<file path="config.mk">
export PLATFORM = sky130hd
export DESIGN_NAME = lfsr_word_sequencer_flat
export DESIGN_NICKNAME = d
export VERILOG_FILES = /design/src/rtl/lfsr_seq_pkg.sv /design/src/rtl/lfsr_word_sequencer_if.sv /design/src/rtl/lfsr_core.sv /design/src/rtl/lfsr_word_sequencer.sv /design/src/flat_wrapper.sv
export SDC_FILE = /design/constraint.sdc
export NUM_CORES = 1
export LEC_CHECK = 0
export ABC_AREA = 1
export ABC_CLOCK_PERIOD_IN_PS = 1700
export BUFFER_PORTS_ARGS = -buffer_cell sky130_fd_sc_hd__buf_2
export CORE_MARGIN = 1
export CORE_UTILIZATION = 54
export DETAILED_ROUTE_END_ITERATION = 12
export MAX_ROUTING_LAYER = met4
export PLACE_DENSITY_LB_ADDON = 0.08
export SLEW_MARGIN = 15
export SYNTH_ARGS = -nofsm -noshare
export SYNTH_HDL_FRONTEND = slang
export SYNTH_SLANG_ARGS = --single-unit
export TNS_END_PERCENT = 30
</file>
<file path="constraint.sdc">
create_clock -name i_clock -period 1.7 [get_ports i_clock]
set_input_delay 0.425 -clock i_clock [delete_from_list [all_inputs] [get_ports i_clock]]
set_output_delay 0.425 -clock i_clock [all_outputs]
set_load 0.01 [all_outputs]
</file>
<file path="src/rtl/lfsr_seq_pkg.sv">
// Shared constants and FSM state type for the LFSR word sequencer.
// Imported by lfsr_core and lfsr_word_sequencer.
package lfsr_seq_pkg;

    localparam int LFSR_W_DEF    = 18;
    localparam int TAP_HI_DEF    = 18;
    localparam int TAP_LO_DEF    = 11;
    localparam int WORD_BITS_DEF = 16;
    localparam int CNT_W         = 6;
    localparam int STATE_W       = 2;

    localparam logic [LFSR_W_DEF-1:0] SEED_DEFAULT_DEF = 18'h3FFFF;

    typedef enum logic [STATE_W-1:0] {
        IDLE  = 2'd0,
        SHIFT = 2'd1,
        HOLD  = 2'd2
    } seq_state_t;

endpackage

</file>
<file path="src/rtl/lfsr_word_sequencer_if.sv">
// Word delivery handshake between the sequencer (master) and a consumer.
// The master holds word/word_valid stable until word_ready is seen.
interface lfsr_word_sequencer_if #(
    parameter int WORD_BITS = 16
) ();

    logic [WORD_BITS-1:0] word;
    logic                 word_valid;
    logic                 word_ready;

    modport master (
        output word,
        output word_valid,
        input  word_ready
    );

    modport slave (
        input  word,
        input  word_valid,
        output word_ready
    );

endinterface

</file>
<file path="src/rtl/lfsr_core.sv">
// Fibonacci LFSR register: step enable, synchronous load with
// all-zero seed substitution, serial output from the TAP_HI stage.
module lfsr_core
    import lfsr_seq_pkg::*;
#(
    parameter int              LFSR_W = LFSR_W_DEF,
    parameter int              TAP_HI = TAP_HI_DEF,
    parameter int              TAP_LO = TAP_LO_DEF,
    parameter logic [LFSR_W-1:0] SEED = SEED_DEFAULT_DEF
) (
    input  logic              i_clk,
    input  logic              i_rst,
    input  logic              i_step,
    input  logic              i_load,
    input  logic [LFSR_W-1:0] i_seed,
    output logic [LFSR_W-1:0] o_state,
    output logic              o_bit
);

    logic [LFSR_W-1:0] r_state;
    logic              w_fb;
    logic [LFSR_W-1:0] w_seed;

    // Stage k lives at bit k-1.
    assign w_fb    = r_state[TAP_HI-1] ^ r_state[TAP_LO-1];
    assign w_seed  = (i_seed == '0) ? SEED : i_seed;
    assign o_state = r_state;
    assign o_bit   = r_state[TAP_HI-1];

    always_ff @(posedge i_clk) begin
        if (i_rst) begin
            r_state <= SEED;
        end else if (i_load) begin
            r_state <= w_seed;
        end else if (i_step) begin
            r_state <= {r_state[LFSR_W-2:0], w_fb};
        end
    end

endmodule

</file>
<file path="src/rtl/lfsr_word_sequencer.sv">
// LFSR word sequencer: packs WORD_BITS serial LFSR bits per word.
// Optional period checker enabled by defining LFSR_PERIOD_CHECK_EN.
module lfsr_word_sequencer
    import lfsr_seq_pkg::*;
#(
    parameter int                LFSR_W       = LFSR_W_DEF,
    parameter int                TAP_HI       = TAP_HI_DEF,
    parameter int                TAP_LO       = TAP_LO_DEF,
    parameter int                WORD_BITS    = WORD_BITS_DEF,
    parameter logic [LFSR_W-1:0] SEED_DEFAULT = SEED_DEFAULT_DEF
) (
    input  logic                i_clock,
    input  logic                i_clear,
    input  logic                i_run,
    input  logic                i_seed_load,
    input  logic [LFSR_W-1:0]   i_seed,
    output logic                o_load_rejected,
    output logic                o_busy,
    output logic [LFSR_W-1:0]   o_lfsr_state,
`ifdef LFSR_PERIOD_CHECK_EN
    output logic                o_period_wrap,
    output logic                o_period_err,
`endif
    lfsr_word_sequencer_if.master m_word
);

    seq_state_t           r_state;
    seq_state_t           w_state_nxt;
    logic [CNT_W-1:0]     r_cnt;
    logic [CNT_W-1:0]     w_cnt_nxt;
    logic [WORD_BITS-1:0] r_shreg;
    logic [WORD_BITS-1:0] r_word;
    logic                 r_valid;
    logic                 r_rej;
    logic                 w_step;
    logic                 w_load;
    logic                 w_done;
    logic                 w_accept;
    logic                 w_bit;
    logic [LFSR_W-1:0]    w_lfsr;

    lfsr_core #(
        .LFSR_W (LFSR_W),
        .TAP_HI (TAP_HI),
        .TAP_LO (TAP_LO),
        .SEED   (SEED_DEFAULT)
    ) u_core (
        .i_clk   (i_clock),
        .i_rst   (i_clear),
        .i_step  (w_step),
        .i_load  (w_load),
        .i_seed  (i_seed),
        .o_state (w_lfsr),
        .o_bit   (w_bit)
    );

    // SHIFT spends WORD_BITS step cycles plus one cycle to publish the word.
    always_comb begin
        w_state_nxt = r_state;
        w_cnt_nxt   = r_cnt;
        w_step      = 1'b0;
        w_load      = 1'b0;
        w_done      = 1'b0;
        w_accept    = 1'b0;
        unique case (r_state)
            IDLE: begin
                w_load = i_seed_load;
                if (i_run) begin
                    w_state_nxt = SHIFT;
                    w_cnt_nxt   = '0;
                end
            end
            SHIFT: begin
                if (r_cnt == CNT_W'(WORD_BITS)) begin
                    w_done      = 1'b1;
                    w_state_nxt = HOLD;
                end else begin
                    w_step    = 1'b1;
                    w_cnt_nxt = r_cnt + 1'b1;
                end
            end
            HOLD: begin
                if (m_word.word_ready) begin
                    w_accept    = 1'b1;
                    w_state_nxt = i_run ? SHIFT : IDLE;
                    w_cnt_nxt   = '0;
                end
            end
            default: w_state_nxt = IDLE;
        endcase
    end

    always_ff @(posedge i_clock) begin
        if (i_clear) begin
            r_state <= IDLE;
            r_cnt   <= '0;
            r_shreg <= '0;
            r_word  <= '0;
            r_valid <= 1'b0;
            r_rej   <= 1'b0;
        end else begin
            r_state <= w_state_nxt;
            r_cnt   <= w_cnt_nxt;
            r_rej   <= i_seed_load && (r_state != IDLE);
            if (w_step) begin
                r_shreg <= (r_shreg << 1) | WORD_BITS'(w_bit);
            end
            if (w_done) begin
                r_word  <= r_shreg;
                r_valid <= 1'b1;
            end else if (w_accept) begin
                r_valid <= 1'b0;
            end
        end
    end

    assign m_word.word       = r_word;
    assign m_word.word_valid = r_valid;
    assign o_load_rejected   = r_rej;
    assign o_busy            = (r_state != IDLE);
    assign o_lfsr_state      = w_lfsr;

`ifdef LFSR_PERIOD_CHECK_EN
    logic [LFSR_W-1:0] r_pcnt;
    logic [LFSR_W-1:0] r_ref;
    logic              r_wrap;
    logic              r_err;
    logic [LFSR_W-1:0] w_pcnt_inc;
    logic [LFSR_W-1:0] w_next;

    assign w_pcnt_inc = r_pcnt + 1'b1;
    assign w_next     = {w_lfsr[LFSR_W-2:0],
                         w_lfsr[TAP_HI-1] ^ w_lfsr[TAP_LO-1]};

    // A full maximal-length cycle returns after exactly 2^LFSR_W-1 steps.
    always_ff @(posedge i_clock) begin
        if (i_clear) begin
            r_pcnt <= '0;
            r_ref  <= SEED_DEFAULT;
            r_wrap <= 1'b0;
            r_err  <= 1'b0;
        end else begin
            r_wrap <= 1'b0;
            if (w_load) begin
                r_pcnt <= '0;
                r_ref  <= (i_seed == '0) ? SEED_DEFAULT : i_seed;
            end else if (w_step) begin
                if (w_next == r_ref) begin
                    r_wrap <= 1'b1;
                    r_pcnt <= '0;
                    if (w_pcnt_inc != '1) begin
                        r_err <= 1'b1;
                    end
                end else begin
                    r_pcnt <= w_pcnt_inc;
                end
            end
        end
    end

    assign o_period_wrap = r_wrap;
    assign o_period_err  = r_err;
`endif

endmodule

</file>
<file path="src/flat_wrapper.sv">
// flat-port wrapper written by rule: the top's interface ports become plain ports
module lfsr_word_sequencer_flat import lfsr_seq_pkg::*;
#(
    parameter int                LFSR_W       = LFSR_W_DEF,
    parameter int                TAP_HI       = TAP_HI_DEF,
    parameter int                TAP_LO       = TAP_LO_DEF,
    parameter int                WORD_BITS    = WORD_BITS_DEF,
    parameter logic [LFSR_W-1:0] SEED_DEFAULT = SEED_DEFAULT_DEF
)
  (i_clock, i_clear, i_run, i_seed_load, i_seed, o_load_rejected, o_busy, o_lfsr_state, m_word_word, m_word_word_valid, m_word_word_ready);
  lfsr_word_sequencer_if #(.WORD_BITS(WORD_BITS)) m_word_i ();
  input  logic i_clock;
  input  logic i_clear;
  input  logic i_run;
  input  logic i_seed_load;
  input  logic [LFSR_W-1:0] i_seed;
  output logic o_load_rejected;
  output logic o_busy;
  output logic [LFSR_W-1:0] o_lfsr_state;
  output wire logic [$bits(m_word_i.word)-1:0] m_word_word;
  output wire logic [$bits(m_word_i.word_valid)-1:0] m_word_word_valid;
  input wire logic [$bits(m_word_i.word_ready)-1:0] m_word_word_ready;
  assign m_word_word = m_word_i.word;
  assign m_word_word_valid = m_word_i.word_valid;
  assign m_word_i.word_ready = m_word_word_ready;
  lfsr_word_sequencer #(.LFSR_W(LFSR_W), .TAP_HI(TAP_HI), .TAP_LO(TAP_LO), .WORD_BITS(WORD_BITS), .SEED_DEFAULT(SEED_DEFAULT)) u_core (.i_clock(i_clock), .i_clear(i_clear), .i_run(i_run), .i_seed_load(i_seed_load), .i_seed(i_seed), .o_load_rejected(o_load_rejected), .o_busy(o_busy), .o_lfsr_state(o_lfsr_state), .m_word(m_word_i));
endmodule
</file>
==> metrics.yaml <==
synthesis.yosys.warnings: 0
die_width_um: 74.2
port-buffer-count: 59
place_ws_ns: 0.158
timing.critical_path.slowest_stage_cell: "sky130_fd_sc_hd__dfxtp_1"
cts_made_buffers: 9
min_period_over_period: 0.921
cellPowerDensity_mw_per_mm2: 1050
post-synth-top-area-cell: "sky130_fd_sc_hd__dfxtp_1"
p_leak_uw: 0.00178
clock_sinks: 60
antenna_found_initial: 0
min_from: "i_seed_load"
synthToLayoutAreaGrowth_pct: 19.3
ctsHoldBuffers: 0
clock_latency_late_sink_ns: 0.34
cp_slowest_stage_delay_ns: 0.32
timing.max_slew.rel_slack: 0.761
layout.nets: 506
cp.required_ns: 1.93
ys_async_sr_fraction: 0
overflow: 0
critical_path_arrival_ns: 1.80
syn_avg_cell_area_um2: 6.66
hold_depth: 3
reg2reg_setup_slack_ns: 0.13
tightest_slew_ns: 0.359
drt-total-wl_mm: 5.76
design_power_total_uw: 3520
post-route-worst-setup-slack_ns: 0.134
floorplan.die.height_um: 74.2
crit_fanout: 10
synth.top_cell.area_share: 0.427
num_io_pins: 60
violation_count_after_the_first_detailed_routing_iteration: 128
skew_ns: 0.00678
synth_fp_nets: 447
finalMaxSlewViolations: 0
synthesis.instances: 422
achievable-frequency_mhz: 639
synth.ff_latch_count: 60
grt_max_degree: 52
share_of_final_layout_standard_cells_stronger_than_drive_strength_1: 0.193
end_kind: "flip-flop"
ys_dominant_reg_cell: "sky130_fd_sc_hd__dfxtp_1"
r2r_cells: 8
setup_viol: 0
number_of_global_route_vias_before_repair: 2291
resized_after_cts: 0
timing.hold.worst_endpoint: "u_core.o_load_rejected"
timing.setup.tns_ns: 0
timing.critical_path.cells: "inv_1 -> ha_1 -> nand3_2 -> o21ai_4 -> buf_4 -> o21ai_0 -> nor2_1 -> nand2_1"
placement_rows: 25
hp_class: "input port to flip-flop"
post_drt_wl_per_cell_um: 10.4
setup_repair_after_global_routing_missed_its_margin: "false"
synth.cell_area_mm2: 0.00281
fp.coreArea_mm2: 0.00488
dr_total_vias: 2646
drv_cap: 0
ant_nets: 0
post-dp-hpwl_mm: 3.86
clockRootBuffer: "sky130_fd_sc_hd__clkbuf_8"
remaining_drc_errors: 0
peakVddDrop_mv: 0.593
clk_path_buf_depth: 2
postCtsSetupRepairBufs: 0
cp_top_family: "compound AO/OA/AOI/OAI gates"
crit_type: "flip-flop to flip-flop"
period_minus_slack_ns: 1.57
initial_core_util: 0.576
clk_transition_reported_paths_ns: 0.07
grt_util_all_layers: 0.241
synth_enable_flop_cells: 0
most_area_consuming_cells_after_synthesis: "sky130_fd_sc_hd__dfxtp_1 43%, sky130_fd_sc_hd__nor2_1 14%, sky130_fd_sc_hd__nand2_1 13%, sky130_fd_sc_hd__o21ai_0 7.7%, sky130_fd_sc_hd__inv_1 6.7%"
dr.pass1.iters: 4
floorplan.die_area_mm2: 0.00550
status: "finished clean"
clock_tree_from_tritoncts: "done"
critical_path.n_buffers_inverters: 2
gp_weighted_congestion: 0.852
synth_seq_area_share: 0.427
htreeDepth: 3
antenna_cells_inserted: 0
route.detailed.vias_per_inst: 4.78
ys_types: 25
post-synth-top-count-cell: "sky130_fd_sc_hd__nor2_1"
crit-reg2reg-launch: "u_core.r_cnt[0]"
number_of_failing_hold_endpoints_at_the_final_stage: 0
synth_top_cells_by_count: "105 x sky130_fd_sc_hd__nor2_1, 96 x sky130_fd_sc_hd__nand2_1, 60 x sky130_fd_sc_hd__dfxtp_1"
reg2reg_to: "u_core.u_core.o_state[9]"
setup.worst_path.start_class: "flip-flop"
grt_first_pass_wirelength_mm: 9.80
==> area by class of cell <==
cell class	count	area [um2]
Fill cell	453	1530
Tap cell	67	83.8
Sequential cell	60	1200
Timing Repair Buffer	67	368
Clock inverter	5	75.1
Inverter	53	199
Clock buffer	11	141
Multi-Input combinational cell	290	1290
==> flip-flops by register name, indices dropped and copies added (netlist names) <==
register and flops:
u_core.r_cnt 6, u_core.o_load_rejected 1, u_core.r_shreg 16, u_core.m_word.word 16
u_core.m_word.word_valid 1, u_core.r_state 2, u_core.u_core.o_state 18
==> where the power goes <==
part / switching (uW) / total (uW) / internal, uW / leakage [uW]
logic: 326 / 526 / 201 / 0.00118
clock network: 552 / 1410 / 858 / 0.000113
registers: 76.0 / 1580 / 1510 / 0.000492
total: 954 / 3520 / 2570 / 0.00178
==> metal layers <==
| layer | global-route usage | share of wire | vias up |
|---|---|---|---|
| met4 | 0.0791 | 0.0095 | 0 |
| li1 | - | - | 1416 |
| met3 | 0.0745 | 0.046 | 6 |
| met2 | 0.371 | 0.44 | 64 |
| met5 | - | 0 | - |
| met1 | 0.299 | 0.51 | 1160 |
==> cells in the final DEF (no fill, tap or decap), types with 2 or more instances in the layout <==
cell,count
sky130_fd_sc_hd__bufinv_16,2
sky130_fd_sc_hd__a21oi_1,10
sky130_fd_sc_hd__nand2_1,96
sky130_fd_sc_hd__inv_1,50
sky130_fd_sc_hd__nand3b_1,2
sky130_fd_sc_hd__o21ai_1,8
sky130_fd_sc_hd__ha_1,2
sky130_fd_sc_hd__inv_2,3
sky130_fd_sc_hd__nor2_1,105
sky130_fd_sc_hd__buf_2,59
sky130_fd_sc_hd__nand3_1,8
sky130_fd_sc_hd__buf_4,7
sky130_fd_sc_hd__nor2_2,2
sky130_fd_sc_hd__clkinv_2,3
sky130_fd_sc_hd__o21ai_0,43
sky130_fd_sc_hd__nand4_1,6
sky130_fd_sc_hd__nand2_4,2
sky130_fd_sc_hd__clkbuf_8,10
sky130_fd_sc_hd__dfxtp_1,60
sky130_fd_sc_hd__nor2_4,2
==> tightest hold or removal path: cells and delay by family <==
family	cells	cell delay [ns]
simple gates	2	0.09
buf+inv	1	0.12
==> logic make-up (layout without fill, tap and decap cells) <==
kind of cell    after synthesis  after routing  share of synthesized area
simple gates                225            225                      0.332
buf+inv                      72            136                      0.115
fa+ha+maj                     2              2                    0.00890
flops                        60             60                      0.427
compound gates               63             63                      0.117
==> through the flow <==
step / cell area, um2 / util / hold slack (ns) / instances
6_report: 3350 / 0.687 / 0.351 / 553
5_1_grt: 3350 / 0.687 / 0.363 / 553
4_1_cts: 3350 / 0.687 / 0.341 / 553
3_5_place_dp: 3140 / 0.643 / 0.454 / 537
3_3_place_gp: 3140 / 0.643 / 0.450 / 537
2_1_floorplan: 2810 / - / 0.450 / 422
==> how the worst max path moves through the flow <==
stage,start,end,slack [ns],cells after the start
6_report,u_core.r_cnt[0],u_core.u_core.o_state[9],0.13,8
5_1_grt,u_core.r_cnt[0],u_core.u_core.o_state[9],0.009,8
4_1_cts,u_core.r_cnt[0],u_core.u_core.o_state[9],0.13,8
3_5_place_dp,u_core.r_cnt[0],u_core.u_core.o_state[9],0.16,8
3_3_place_gp,u_core.r_cnt[0],u_core.u_core.o_state[9],0.20,8
2_1_floorplan,u_core.r_cnt[0],u_core.u_core.o_state[7],0.31,8
Note: power is estimated with default switching activity, not from simulation.
